File: src/rtl/apb_bank_sequencer.sv
// apb_bank_sequencer
// Turns one decoded SPI command at a time into a full APB SETUP/ACCESS
// transfer on one of BANK_NUM register banks, with wait-state support and
// a bounded wait, and reports read data plus an error flag back to the
// SPI frame logic as a single-cycle response pulse.

module apb_bank_sequencer #(
  parameter  int BANK_NUM   = 2,
  parameter  int DATA_WIDTH = 8,
  parameter  int ADDR_WIDTH = 3,
  parameter  int TIMEOUT    = 15,
  localparam int BANK_IDX_W = (BANK_NUM > 1) ? $clog2(BANK_NUM) : 1
) (
  input  logic                  sclk,
  input  logic                  resetn,
  input  logic                  cmd_valid,
  output logic                  cmd_ready,
  input  logic                  cmd_write,
  input  logic [BANK_IDX_W-1:0] cmd_bank,
  input  logic [ADDR_WIDTH-1:0] cmd_addr,
  input  logic [DATA_WIDTH-1:0] cmd_wdata,
  output logic                  rsp_valid,
  output logic [DATA_WIDTH-1:0] rsp_rdata,
  output logic                  rsp_err,
  output logic                  busy,
  output logic [BANK_NUM-1:0]   b_psel,
  output logic                  b_penable,
  output logic                  b_pwrite,
  output logic [ADDR_WIDTH-1:0] b_paddr,
  output logic [DATA_WIDTH-1:0] b_pwdata,
  input  logic [DATA_WIDTH-1:0] b_prdata,
  input  logic                  b_pready
);

  // The wait counter only has to reach TIMEOUT-1, so this width always
  // leaves headroom for the saturating increment.
  localparam int CNT_W = $clog2(TIMEOUT + 1);
  localparam logic [CNT_W-1:0] CNT_LIMIT = CNT_W'(TIMEOUT - 1);
  localparam logic [CNT_W-1:0] CNT_MAX   = {CNT_W{1'b1}};

  typedef enum logic [1:0] {
    IDLE   = 2'd0,
    SETUP  = 2'd1,
    ACCESS = 2'd2,
    RESP   = 2'd3
  } state_t;

  state_t                state;
  state_t                state_next;
  logic [CNT_W-1:0]      wait_cnt;
  logic [CNT_W-1:0]      wait_cnt_next;
  logic [BANK_NUM-1:0]   psel_next;
  logic                  penable_next;
  logic                  pwrite_next;
  logic [ADDR_WIDTH-1:0] paddr_next;
  logic [DATA_WIDTH-1:0] pwdata_next;
  logic                  rsp_valid_next;
  logic [DATA_WIDTH-1:0] rsp_rdata_next;
  logic                  rsp_err_next;
  logic                  bank_invalid;

  // Ready and busy are decoded straight from the state so they read
  // correctly while reset is still asserted.
  assign cmd_ready    = (state == IDLE);
  assign busy         = (state != IDLE);
  assign bank_invalid = (int'(cmd_bank) >= BANK_NUM);

  // Next-state and next-output decode; every register holds unless a state says otherwise.
  always_comb begin
    state_next     = state;
    wait_cnt_next  = wait_cnt;
    psel_next      = b_psel;
    penable_next   = b_penable;
    pwrite_next    = b_pwrite;
    paddr_next     = b_paddr;
    pwdata_next    = b_pwdata;
    rsp_valid_next = 1'b0;
    rsp_rdata_next = rsp_rdata;
    rsp_err_next   = rsp_err;

    unique case (state)
      IDLE: begin
        if (cmd_valid) begin
          pwrite_next   = cmd_write;
          paddr_next    = cmd_addr;
          pwdata_next   = cmd_wdata;
          wait_cnt_next = '0;
          if (bank_invalid) begin
            state_next     = RESP;
            rsp_valid_next = 1'b1;
            rsp_err_next   = 1'b1;
            rsp_rdata_next = '0;
          end else begin
            state_next   = SETUP;
            psel_next    = BANK_NUM'(1) << cmd_bank;
            penable_next = 1'b0;
          end
        end
      end

      SETUP: begin
        state_next   = ACCESS;
        penable_next = 1'b1;
      end

      ACCESS: begin
        // A ready slave wins over the timeout on the same edge.
        if (b_pready) begin
          state_next     = RESP;
          psel_next      = '0;
          penable_next   = 1'b0;
          rsp_valid_next = 1'b1;
          rsp_err_next   = 1'b0;
          rsp_rdata_next = b_pwrite ? '0 : b_prdata;
        end else if (wait_cnt == CNT_LIMIT) begin
          state_next     = RESP;
          psel_next      = '0;
          penable_next   = 1'b0;
          rsp_valid_next = 1'b1;
          rsp_err_next   = 1'b1;
          rsp_rdata_next = '0;
        end else if (wait_cnt != CNT_MAX) begin
          wait_cnt_next = wait_cnt + 1'b1;
        end
      end

      RESP: begin
        state_next = IDLE;
      end

      default: begin
        state_next = IDLE;
      end
    endcase
  end

  // State and all registered outputs; reset drops the bus and the response at once.
  always_ff @(posedge sclk or negedge resetn) begin
    if (!resetn) begin
      state     <= IDLE;
      wait_cnt  <= '0;
      b_psel    <= '0;
      b_penable <= 1'b0;
      b_pwrite  <= 1'b0;
      b_paddr   <= '0;
      b_pwdata  <= '0;
      rsp_valid <= 1'b0;
      rsp_rdata <= '0;
      rsp_err   <= 1'b0;
    end else begin
      state     <= state_next;
      wait_cnt  <= wait_cnt_next;
      b_psel    <= psel_next;
      b_penable <= penable_next;
      b_pwrite  <= pwrite_next;
      b_paddr   <= paddr_next;
      b_pwdata  <= pwdata_next;
      rsp_valid <= rsp_valid_next;
      rsp_rdata <= rsp_rdata_next;
      rsp_err   <= rsp_err_next;
    end
  end

endmodule

File: config.mk
export PLATFORM = sky130hd
export DESIGN_NAME = apb_bank_sequencer
export DESIGN_NICKNAME = d
export VERILOG_FILES = /design/src/rtl/apb_bank_sequencer.sv
export SDC_FILE = /design/constraint.sdc
export NUM_CORES = 1
export LEC_CHECK = 0
export ABC_AREA = 1
export CELL_PAD_IN_SITES_DETAIL_PLACEMENT = 1
export CELL_PAD_IN_SITES_GLOBAL_PLACEMENT = 1
export CORE_MARGIN = 10
export CORE_UTILIZATION = 44
export DETAILED_ROUTE_END_ITERATION = 8
export DONT_BUFFER_PORTS = 1
export GPL_TIMING_DRIVEN = 0
export HOLD_SLACK_MARGIN = 0.05
export PLACE_DENSITY_LB_ADDON = 0.1
export SETUP_SLACK_MARGIN = 0.5
export SLEW_MARGIN = 0
export SYNTH_ARGS = -nofsm -noshare
export SYNTH_HDL_FRONTEND = slang
export SYNTH_SLANG_ARGS = --single-unit
File: constraint.sdc
create_clock -name sclk -period 1.5 [get_ports sclk]
set_input_delay 0.15 -clock sclk [delete_from_list [all_inputs] [get_ports sclk]]
set_output_delay 0.15 -clock sclk [all_outputs]
set_load 0.03 [all_outputs]
==> results of run 1 <==
-- worst paths after layout --
check	startpoint	endpoint	slack [ns]	cells after the start
max	state[1]	state[0]	-0.12	8
max in group asynchronous	resetn	b_pwdata[6]	1.01	2
min	cmd_valid	b_pwdata[7]	0.02	3
min in group asynchronous	resetn	state[1]	0.27	2
min reg2reg	b_psel[0]	b_psel[0]	0.63	2
max reg2reg	state[1]	state[0]	-0.12	8
-- cell usage in the layout, fill, tap and decap left out, drive strengths merged --
master,count
nand2,76
dfrtp,31
nand3,27
dlygate4sd3,23
buf,17
inv,11
nor2,9
ha,7
clkbuf,6
nand4,5
clkinv,2
diode,1
o21a,1
or2,1
o21ai,1
xnor2,1
a21oi,1
-- cells by family after synthesis --
kind of cell	after synthesis
compound gates	3
fa+ha+maj	7
buf+inv	17
flops	31
simple gates	116
xor+xnor	1
-- sequential cells by signal (all words and copies together) (netlist names) --
signal	count
b_paddr	3
b_penable	1
b_psel	2
b_pwdata	8
b_pwrite	1
rsp_err	1
rsp_rdata	8
rsp_valid	1
state	2
wait_cnt	4
-- worst min-delay path: cells and delay by family --
family	cells	cell delay [ns]
AND/OR/NAND/NOR	3	0.19
-- power groups by stage --
stage               Clock (µW)  Combinational, µW  Sequential (µW)
finish                     537               2070             2100
floorplan                    0               1040             1940
CTS                        503               1620             2070
global placement             0               1190             2030
global route               575               2250             2150
detailed placement           0               1250             2050
-- cell type report --
class,count,share of cell area (%)
repair buffers,35,15.3
well taps,46,2.60
clock buffers,6,2.32
inverters,12,2.49
clock inverters,1,0.227
plain buffers,5,2.60
multi-input cells,129,37.8
flip-flops and latches,31,36.6
diodes,1,0.113
-- what timing repair did --
item | in CTS | in global routing
gates cloned | 2 | 1
hold endpoints to repair | 54 | 4
buffers inserted | 9 | 1
endpoints found under the setup margin | 57 | 36
resized for setup | 34 | 35
hold buffers | 23 | 1
pin swaps | 2 | 12
-- stage by stage --
stage | util [%] | setup TNS, ns
floorplan | - | 0
global placement | 47.8 | 0
detailed placement | 47.8 | -0.161
CTS | 61.5 | 0
global route | 66.7 | -1.65
finish | 66.7 | -0.794
-- metal layers --
layer | up-vias | GRT usage [%]
met1 | 734 | 17.5
met4 | 0 | 5.56
met3 | 23 | 7.29
met2 | 62 | 30.8
li1 | 646 | -
met5 | - | 0
==> metrics.md, run 1 <==
| Metric | Value |
|---|---|
| Status | complete, but fails checks |
| Failing checks | negative setup slack |
| Global-route wire length before repair | 8.47 mm |
| Num rows | 21 |
| Finished Cell Area | 0.00221 mm² |
| Buf/Inv on CP | 3 |
| Antenna-violating nets left | 0 |
| Longest Clk Path Bufs | 2 |
| Final-layout fill cell count | 356 |
| Final Max Tran Viols | 0 |
| WL per Instance | between 20 and 25 µm |
| Post-detail-place hpwl | approximately 2.9 mm |
| Post-synth EDFFs | 0 |
| Most frequent cell after synthesis | nand2_1 |
| P per Cell Area | about 2100 mW/mm² |
| Clock Power Share | 11.4% |
| Via count | 1465 |
| Core box area | 0.00331 mm² |
| Clk pin slew, worst setup/hold paths | 0.12 ns |
| Multi-input gate area in the final layout | 835 µm² |
| CP max FO | 7 |
| Post-Place Setup Slack | -0.0359 ns |
| Max_cap viols | 0 |
| Initial antenna violation count | 1 |
| Grt ovf | 0 |
| Psw | 2470 µW |
| Root buffer cell | clkbuf_4 |
| Skew-Pair Late Insertion Delay | between 0.3 and 0.4 ns |
| Largest family of logic cells by synthesized area | simple AND/OR/NAND/NOR gates |
| TritonCTS clock tree | built |
| Yosys top cell by area | dfrtp_1 |
| Setup crit end kind | flop |
| Die height | between 70 and 80 µm |
| # IOs | 52 |
| Via density | around 5.5 |
| Pleak | 0.00105 µW |
| Mapped Nets | 207 |
| Int Pwr | approximately 2200 µW |
| All-Layer GR Usage | 17.2% |
| Hold Path Class | in -> reg |
| Period minus WS final | 1.62 ns |
| Largest net degree at the start of global routing | 32 |
| Design Power | approximately 4700 µW |
| Layout Cells excl Fill | between 200 and 300 |
| Post-synth top area share | between 50 and 60% |
| Comb pwr share | about 44% |
| Most used cell along the critical path | nand2_1 |
| Gate Count Post-Synth | 175 |
| Normalized max-slew margin | about 56% |
| Final hold slack | 0.0220 ns |
| Sw Ratio | a little over half |
| Critical Path, Cell by Cell | inv_2 -> ha_4 -> inv_8 -> or2_4 -> buf_6 -> nand2_2 -> nand2_1 -> nand2_1 |
| Slowest-stage cell, CP | dfrtp_1 |
| Leading post-synthesis cells by cell area | dfrtp_1, nand2_1, nand3_1, ha_1, inv_1 |
| Final GP Congestion | ~0.78 |
| Residual DRC | 0 |
| Detailed Route Iter0 Violations | around 130 |
| Vias in the first global route | ~1600 |
| Synthesized area | ~0.0015 mm² |
| Synth Area in Simple Gates | 35.1% |
| WL final | 6.37 mm |
| Initial Util | 45.4% |
| CTS Sinks | 31 |
| Max Fclk | 617 MHz |
| Sequential share of the synthesized area | 51.7% |
| Worst Max-Slew Pin Slew | roughly 0.67 ns |
| Clock buffer count from CTS | 5 |
| Met2 wire length | 3.24 mm |
| Main flop type after synthesis | dfrtp_1 |
| H-tree depth | 2 |
| Fraction of registers with async set/reset | 100% |
| Worst vdd ir | 0.00126 V |
| Syn-to-layout area delta | 47.2% |
| Fin. Hold Viols | 0 |
| Post-synthesis compound-gate area fraction | under 10% |
| Setup slack after layout | -0.122 ns |
| Drt pass-1 iters | 4 |
| Share of layout cells above drive strength 1 | 39.3% |
| Buffers on Ports | 0 |
| Reg power frac | 44.6% |
| Met3 WL | roughly 510 µm |
| FF/Latch Area | 808 µm² |
| DIE AREA | 0.00615 mm² |
| Metal-1 WL | 2.39 mm |
| Die width | 78.4 µm |
| Period utilization | 108% |
| Post-synthesis xor/xnor area fraction | 0.583% |
| Final setup fails | 14 |
| Clock skew | around 0.026 ns |
| Mux cell area share after synthesis | 0% |
| CP delay by family, top | simple AND/OR/NAND/NOR gates |
| Ys Warns | 0 |
| Post-Synth Adder-Cell Area | 5.83% |
| Synth cell types | 21 |
| Post-synth top cells | nand2_1, dfrtp_1, nand3_1 |
| Max layer used | met4 |
| Avg Cell Area, Syn | 8.58 µm² |
| Placed Cells | 221 |
| Crit start category | flop |
| Crit path kind | reg -> reg |
| CP arrival | 1.92 ns |
| Flops & latches, synth | 31 |
| Crit path largest cell delay | 0.47 ns |
| Placed Area | 0.00158 mm² |
| Req. time, crit path | around 1.8 ns |
| Unrepaired setup endpoints after global routing | yes |
| Nets | 251 |
Note: power is estimated with default switching activity, not from simulation.
==> run 2, diff against run 1 <==
Settings changed: BUFFER_PORTS_ARGS set to -buffer_cell sky130_fd_sc_hd__buf_2, CORE_UTILIZATION 44 to 35, DONT_BUFFER_PORTS 1 to not set, RECOVER_POWER set to 50.
==> run 2 against run 1 <==
  * The flow finishes with violations (negative hold slack)
  * Setup slack gained 0.16 ns
  * Combinational power grew 66%
  * First-iteration DRC count shrank 71%
  * Non-clock buffer count grew 47
  * Largest cell class unchanged
  * Die area increased by 19%
  * Worst hold slack got worse by 0.089 ns
  * Global-route usage shrank 3.5 points
  * Sequential power shrank 31%
  * Highest routed layer unchanged
  * Flip-flop and latch count is the same
  * Largest power group is now combinational logic
  * Critical path depth shrank 1
  * Sequential share of layout area decreased by 5.2 points
==> metrics.md, run 2 (same netlist as run 1, synthesis figures left out) <==
| Metric | Value |
|---|---|
| Nets | 297 |
| Clock buffer count from CTS | 5 |
| Sw Ratio | 45.6% |
| Status | complete, but fails checks |
| Int Pwr | 3010 µW |
| TritonCTS clock tree | built |
| Clock Power Share | 12.1% |
| Global-route wire length before repair | just over 8 mm |
| Crit path largest cell delay | 0.44 ns |
| Biggest regs | b_pwdata: 8 flops, rsp_rdata: 8 flops, wait_cnt: 4 flops |
| Period minus WS final | 1.46 ns |
| Final GP Congestion | just over 0.8 |
| Critical Path, Cell by Cell | buf_12 -> ha_4 -> buf_4 -> nand2_4 -> nand2_4 -> nand3_1 -> nand2_1 |
| CP max FO | 11 |
| # IOs | 52 |
| Design Power | 5530 µW |
| Post-layout util | between 60% and 70% |
| Final hold slack | -0.0665 ns |
| Crit path kind | reg -> reg |
| Setup crit end kind | flop |
| Most used cell along the critical path | nand2_4 |
| Period utilization | 97.6% |
| Normalized max-slew margin | 46.6% |
| Die height | 85.5 µm |
| CTS Sinks | 31 |
| Setup TNS | 0 ns |
| Max_cap viols | 0 |
| Root buffer cell | clkbuf_8 |
| Final setup fails | 0 |
| Skew-Pair Late Insertion Delay | 0.28 ns |
| Max Fclk | between 600 and 700 MHz |
| Via density | 4.96 |
| Comb pwr share | 62.0% |
| Buffers on Ports | 51 |
| Psw | 2520 µW |
| Syn-to-layout area delta | 65.1% |
| Vias in the first global route | 1682 |
| Die width | around 85 µm |
| Hold Path Class | in -> async |
| Reg power frac | a little over a quarter |
| Residual DRC | 0 |
| Commonest non-fill, non-tap cell in the layout | nand2_1 |
| Slowest-stage cell, CP | dfrtp_2 |
| Longest Clk Path Bufs | 2 |
| Fin. Hold Viols | 31 |
| Clk pin slew, worst setup/hold paths | 0.06 ns |
| Unrepaired setup endpoints after global routing | yes |
| WL per Instance | around 18 µm |
| Crit start category | flop |
| Failing checks | negative hold slack |
| Core box area | 0.00409 mm² |
| H-tree depth | 2 |
| Grt ovf | 0 |
| Pleak | between 0.001 and 0.0015 µW |
| All-Layer GR Usage | 13.7% |
| Post-detail-place hpwl | roughly 3.5 mm |
| N_diodes | 0 |
| Share of layout cells above drive strength 1 | 43.4% |
| Commonest non-fill, non-tap cells in the layout | nand2_1, dfrtp_1, buf_4 |
| Worst reg2reg setup slack | 0.04 ns |
| Num rows | 23 |
| Final Max Tran Viols | 0 |
| Antenna-violating nets left | 0 |
| Initial Util | 36.7% |
| Via count | 1562 |
| CP arrival | ~1.6 ns |
| WL final | 5.73 mm |
| DIE AREA | 0.00731 mm² |
| Worst vdd ir | approximately 0.0010 V |
| Clock skew | about 0.0034 ns |
| Req. time, crit path | 1.67 ns |
| Worst Max-Slew Pin Slew | around 0.80 ns |
| Final-layout fill cell count | 484 |
| P per Cell Area | around 2200 mW/mm² |
| Detailed Route Iter0 Violations | 36 |
| Largest net degree at the start of global routing | 32 |
| Initial antenna violation count | 0 |
| Drt pass-1 iters | 4 |
[run 2: cell types whose count changed in the layout (fill, tap and decap cells not counted), moves of 4 or more]
cell           before  now
buf_2               2   24
clkbuf_1            0   13
buf_6               4   16
nand3_1            15   19
buf_4               8   26
dfrtp_2            26    2
clkbuf_4            5    0
dfrtp_1             5   29
clkbuf_8            1    6
dlygate4sd3_1      23    0
[run 2: worst max-delay path: cells and delay by family, from the launching register on]
kind                     cells  cell delay (ns)
adder cells (fa/ha/maj)      1             0.17
buffers and inverters        2             0.29
flip-flops                   1             0.44
AND/OR/NAND/NOR              4             0.44
[run 2: what timing repair did]
item | CTS | global route
cloned | 0 | 4
setup endpoints to repair | 54 | 57
endpoints found under the hold margin | 31 | 31
pin swaps | 0 | 10
gates resized for setup | 47 | 49
setup buffers | 9 | 19
[run 2: layout make-up]
type / count / area [µm²] / area share, %
multi-input cells: 128 / 803 / 32.4
clock buffers: 6 / 82.6 / 3.33
clock inverters: 1 / 5.00 / 0.202
repair buffers: 82 / 632 / 25.5
flip-flops and latches: 31 / 778 / 31.4
well taps: 50 / 62.6 / 2.52
plain buffers: 5 / 57.6 / 2.32
inverters: 12 / 57.6 / 2.32
[run 2: path summary, 6_finish.rpt]
kind,startpoint,endpoint,depth (start not counted)
max in group asynchronous,resetn,wait_cnt[1],1
setup / recovery,state[1],rsp_rdata[1],7
min in group sclk,cmd_wdata[4],b_pwdata[4],3
setup reg to reg,state[1],rsp_rdata[1],7
hold reg to reg,b_penable,b_penable,2
hold / removal,resetn,b_psel[1],1
[run 2: layer usage]
layer  part of all wire (%)  vias up  track usage [%]
met4                    1.7        0             3.89
met3                    6.6       11             5.87
li1                       -      741                -
met1                     39      762             14.3
met2                     53       48             24.4
met5                      0        -                0
[run 2: per-stage QoR]
step / hold WS [ns] / std cells / area, µm² / worst slack (ns)
global route: -0.00364 / 315 / 2480 / -0.0338
CTS: -0.0724 / 292 / 2140 / 0.126
detailed placement: 0.241 / 276 / 1840 / -0.0227
global placement: 0.231 / 276 / 1840 / 0.0506
finish: -0.0665 / 315 / 2480 / 0.0364
floorplan: -0.146 / 175 / 1530 / 0.126
[run 2: power groups by stage]
stage / clock network, µW / logic [µW] / registers (µW)
6_report: 668 / 3430 / 1440
5_1_grt: 747 / 3700 / 1480
4_1_cts: 698 / 2730 / 1420
3_5_place_dp: 0 / 2260 / 1400
3_3_place_gp: 0 / 2180 / 1370
2_1_floorplan: 0 / 1040 / 1940
==> run 3, diff against run 2 <==
Settings changed: CORE_UTILIZATION 35 to 38, GPL_TIMING_DRIVEN 0 to not set, PLACE_DENSITY set to 0.88, PLACE_DENSITY_LB_ADDON 0.1 to not set.
Clock period 1.5 ns to 1.8 ns, I/O delays scaled along.
==> run 3 against run 2 <==
  * The flow now finishes without violations
  * Non-clock buffer count down 23
  * Sequential power down 17%
  * Worst hold slack better by 0.16 ns
  * Critical path depth down 4
  * Register-to-register slack better by 0.35 ns
  * Routed wire length down 7.8%
  * Die area down 6.1%
  * Clock power down 23%
  * Design area down 14%
  * Via count down 5.2%
  * Combinational power down 33%
  * Count of clock-buffer cells in the layout down 1
==> metrics.md, run 3 (same netlist as run 1, synthesis figures left out) <==
| Metric | Value |
|---|---|
| Status | complete, no violations |
| Sw Ratio | 49.9% |
| Worst vdd ir | approximately 0.00073 V |
| Via density | 5.07 |
| Commonest non-fill, non-tap cell in the layout | nand2_1 |
| Commonest non-fill, non-tap cells in the layout | nand2_1, dfrtp_1, buf_2 |
| Clock Power Share | 12.8% |
| FF/Latch Area | 779 µm² |
| CTS Sinks | 31 |
| Share of layout cells above drive strength 1 | 35.7% |
| Grt ovf | 0 |
| Normalized max-slew margin | 48.4% |
| WL final | 5.28 mm |
| Global-route wire length before repair | about 8.4 mm |
| N_diodes | 0 |
| Multi-input gate area in the final layout | 812 µm² |
| Comb pwr share | 57.3% |
| Skew-Pair Late Insertion Delay | 0.28 ns |
| Clock skew | 0.00941 ns |
| Die height | 82.9 µm |
| Max Fclk | 703 MHz |
| Final Max Tran Viols | 0 |
| Unrepaired setup endpoints after global routing | yes |
| # IOs | 52 |
| Fin. Hold Viols | 0 |
| Buffers on Ports | 51 |
| Nets | 275 |
| Clock buffer count from CTS | 5 |
| P per Cell Area | 1870 mW/mm² |
| CP arrival | 1.24 ns |
| Final setup fails | 0 |
| Max_cap viols | 0 |
| All-Layer GR Usage | 14.4% |
| Longest Clk Path Bufs | 2 |
| Reg power frac | 29.9% |
| Antenna-violating nets left | 0 |
| Pleak | between 0.001 and 0.0015 µW |
| Drt pass-1 iters | 4 |
| Crit path kind | reg -> out |
| DIE AREA | 0.00687 mm² |
| Detailed Route Iter0 Violations | 59 |
| Setup slack after layout | 0.378 ns |
| Via count | around 1500 |
| CP max FO | 4 |
| Final GP Congestion | 0.781 |
| WL per Instance | between 15 and 20 µm |
| Worst Max-Slew Pin Slew | 0.774 ns |
| Residual DRC | 0 |
| Root buffer cell | clkbuf_8 |
| Setup TNS | 0 ns |
| Syn-to-layout area delta | 42.6% |
| Design Power | 4010 µW |
| Post-detail-place hpwl | approximately 3.3 mm |
| TritonCTS clock tree | built |
| Biggest regs | b_pwdata: 8 flops, rsp_rdata: 8 flops, wait_cnt: 4 flops |
| Crit start category | flop |
| Clk pin slew, worst setup/hold paths | 0.07 ns |
| Vias in the first global route | 1667 |
| Hold Path Class | in -> reg |
| Req. time, crit path | 1.62 ns |
| Final-layout fill cell count | 477 |
| Initial Util | 40.1% |
| Setup crit end kind | primary output |
| Period minus WS final | 1.42 ns |
| Period utilization | between 70% and 80% |
| Worst reg2reg setup slack | 0.39 ns |
| H-tree depth | 2 |
| Largest net degree at the start of global routing | 32 |
| Num rows | 22 |
| Initial antenna violation count | 0 |
| Die width | 82.9 µm |
| Post-Place Setup Slack | 0.281 ns |
| Core box area | 0.00374 mm² |
| Psw | 2000 µW |
| Int Pwr | 2010 µW |
## run 3: power groups by stage
stage          registers (µW)  logic, µW  clock network [µW]
2_1_floorplan            1620        856                   0
3_3_place_gp             1160       1790                   0
3_5_place_dp             1180       1850                   0
4_1_cts                  1170       2160                 532
5_1_grt                  1230       2490                 570
6_report                 1200       2300                 514
## run 3: layout make-up
type                    count  area share, %
inverters                  12           2.63
flip-flops and latches     31           36.4
well taps                  48           2.81
repair inverters            1          0.234
clock buffers               5           3.21
multi-input cells         128           37.9
clock inverters             3          0.701
repair buffers             64           16.1
## run 3: critical path: stages, from the launching register on
cell and delay, ns:
dfrtp_2 0.47, inv_2 0.11, ha_4 0.20, buf_4 0.19
## run 3: worst paths after layout
| path | startpoint | end | cells after the start |
|---|---|---|---|
| hold / removal | cmd_addr[0] | b_paddr[0] | 3 |
| max in group asynchronous | resetn | state[1] | 2 |
| setup / recovery | state[1] | cmd_ready | 3 |
| setup reg to reg | state[0] | wait_cnt[3] | 7 |
| hold reg to reg | b_pwdata[3] | b_pwdata[3] | 2 |
| min in group asynchronous | resetn | wait_cnt[2] | 2 |
## run 3: repair_timing
action,in CTS,in global routing
pin swaps,6,8
setup endpoints to repair,33,33
hold buffers,1,0
cloned,3,0
setup buffers,6,3
resized for setup,31,11
endpoints found under the hold margin,31,0
## run 3: per-layer routing
layer | routed length [µm] | track usage (%) | part of all wire, % | vias up
met5 | 0 | 0 | 0 | -
met4 | 39 | 2.77 | 0.74 | 0
met3 | 328 | 5.76 | 6.2 | 6
met2 | 2780 | 25.4 | 53 | 61
met1 | 2130 | 15.9 | 40 | 720
li1 | - | - | - | 693
## run 3: per-stage QoR
| stage | std cells | util (%) | area [µm²] | hold slack, ns |
|---|---|---|---|---|
| after floorplan | 175 | - | 1520 | -0.116 |
| after global placement | 271 | 48.4 | 1810 | 0.277 |
| after detailed placement | 271 | 48.4 | 1810 | 0.278 |
| after CTS | 289 | 56.1 | 2100 | 0.0922 |
| after global routing | 292 | 57.2 | 2140 | 0.0863 |
| final | 292 | 57.2 | 2140 | 0.0964 |
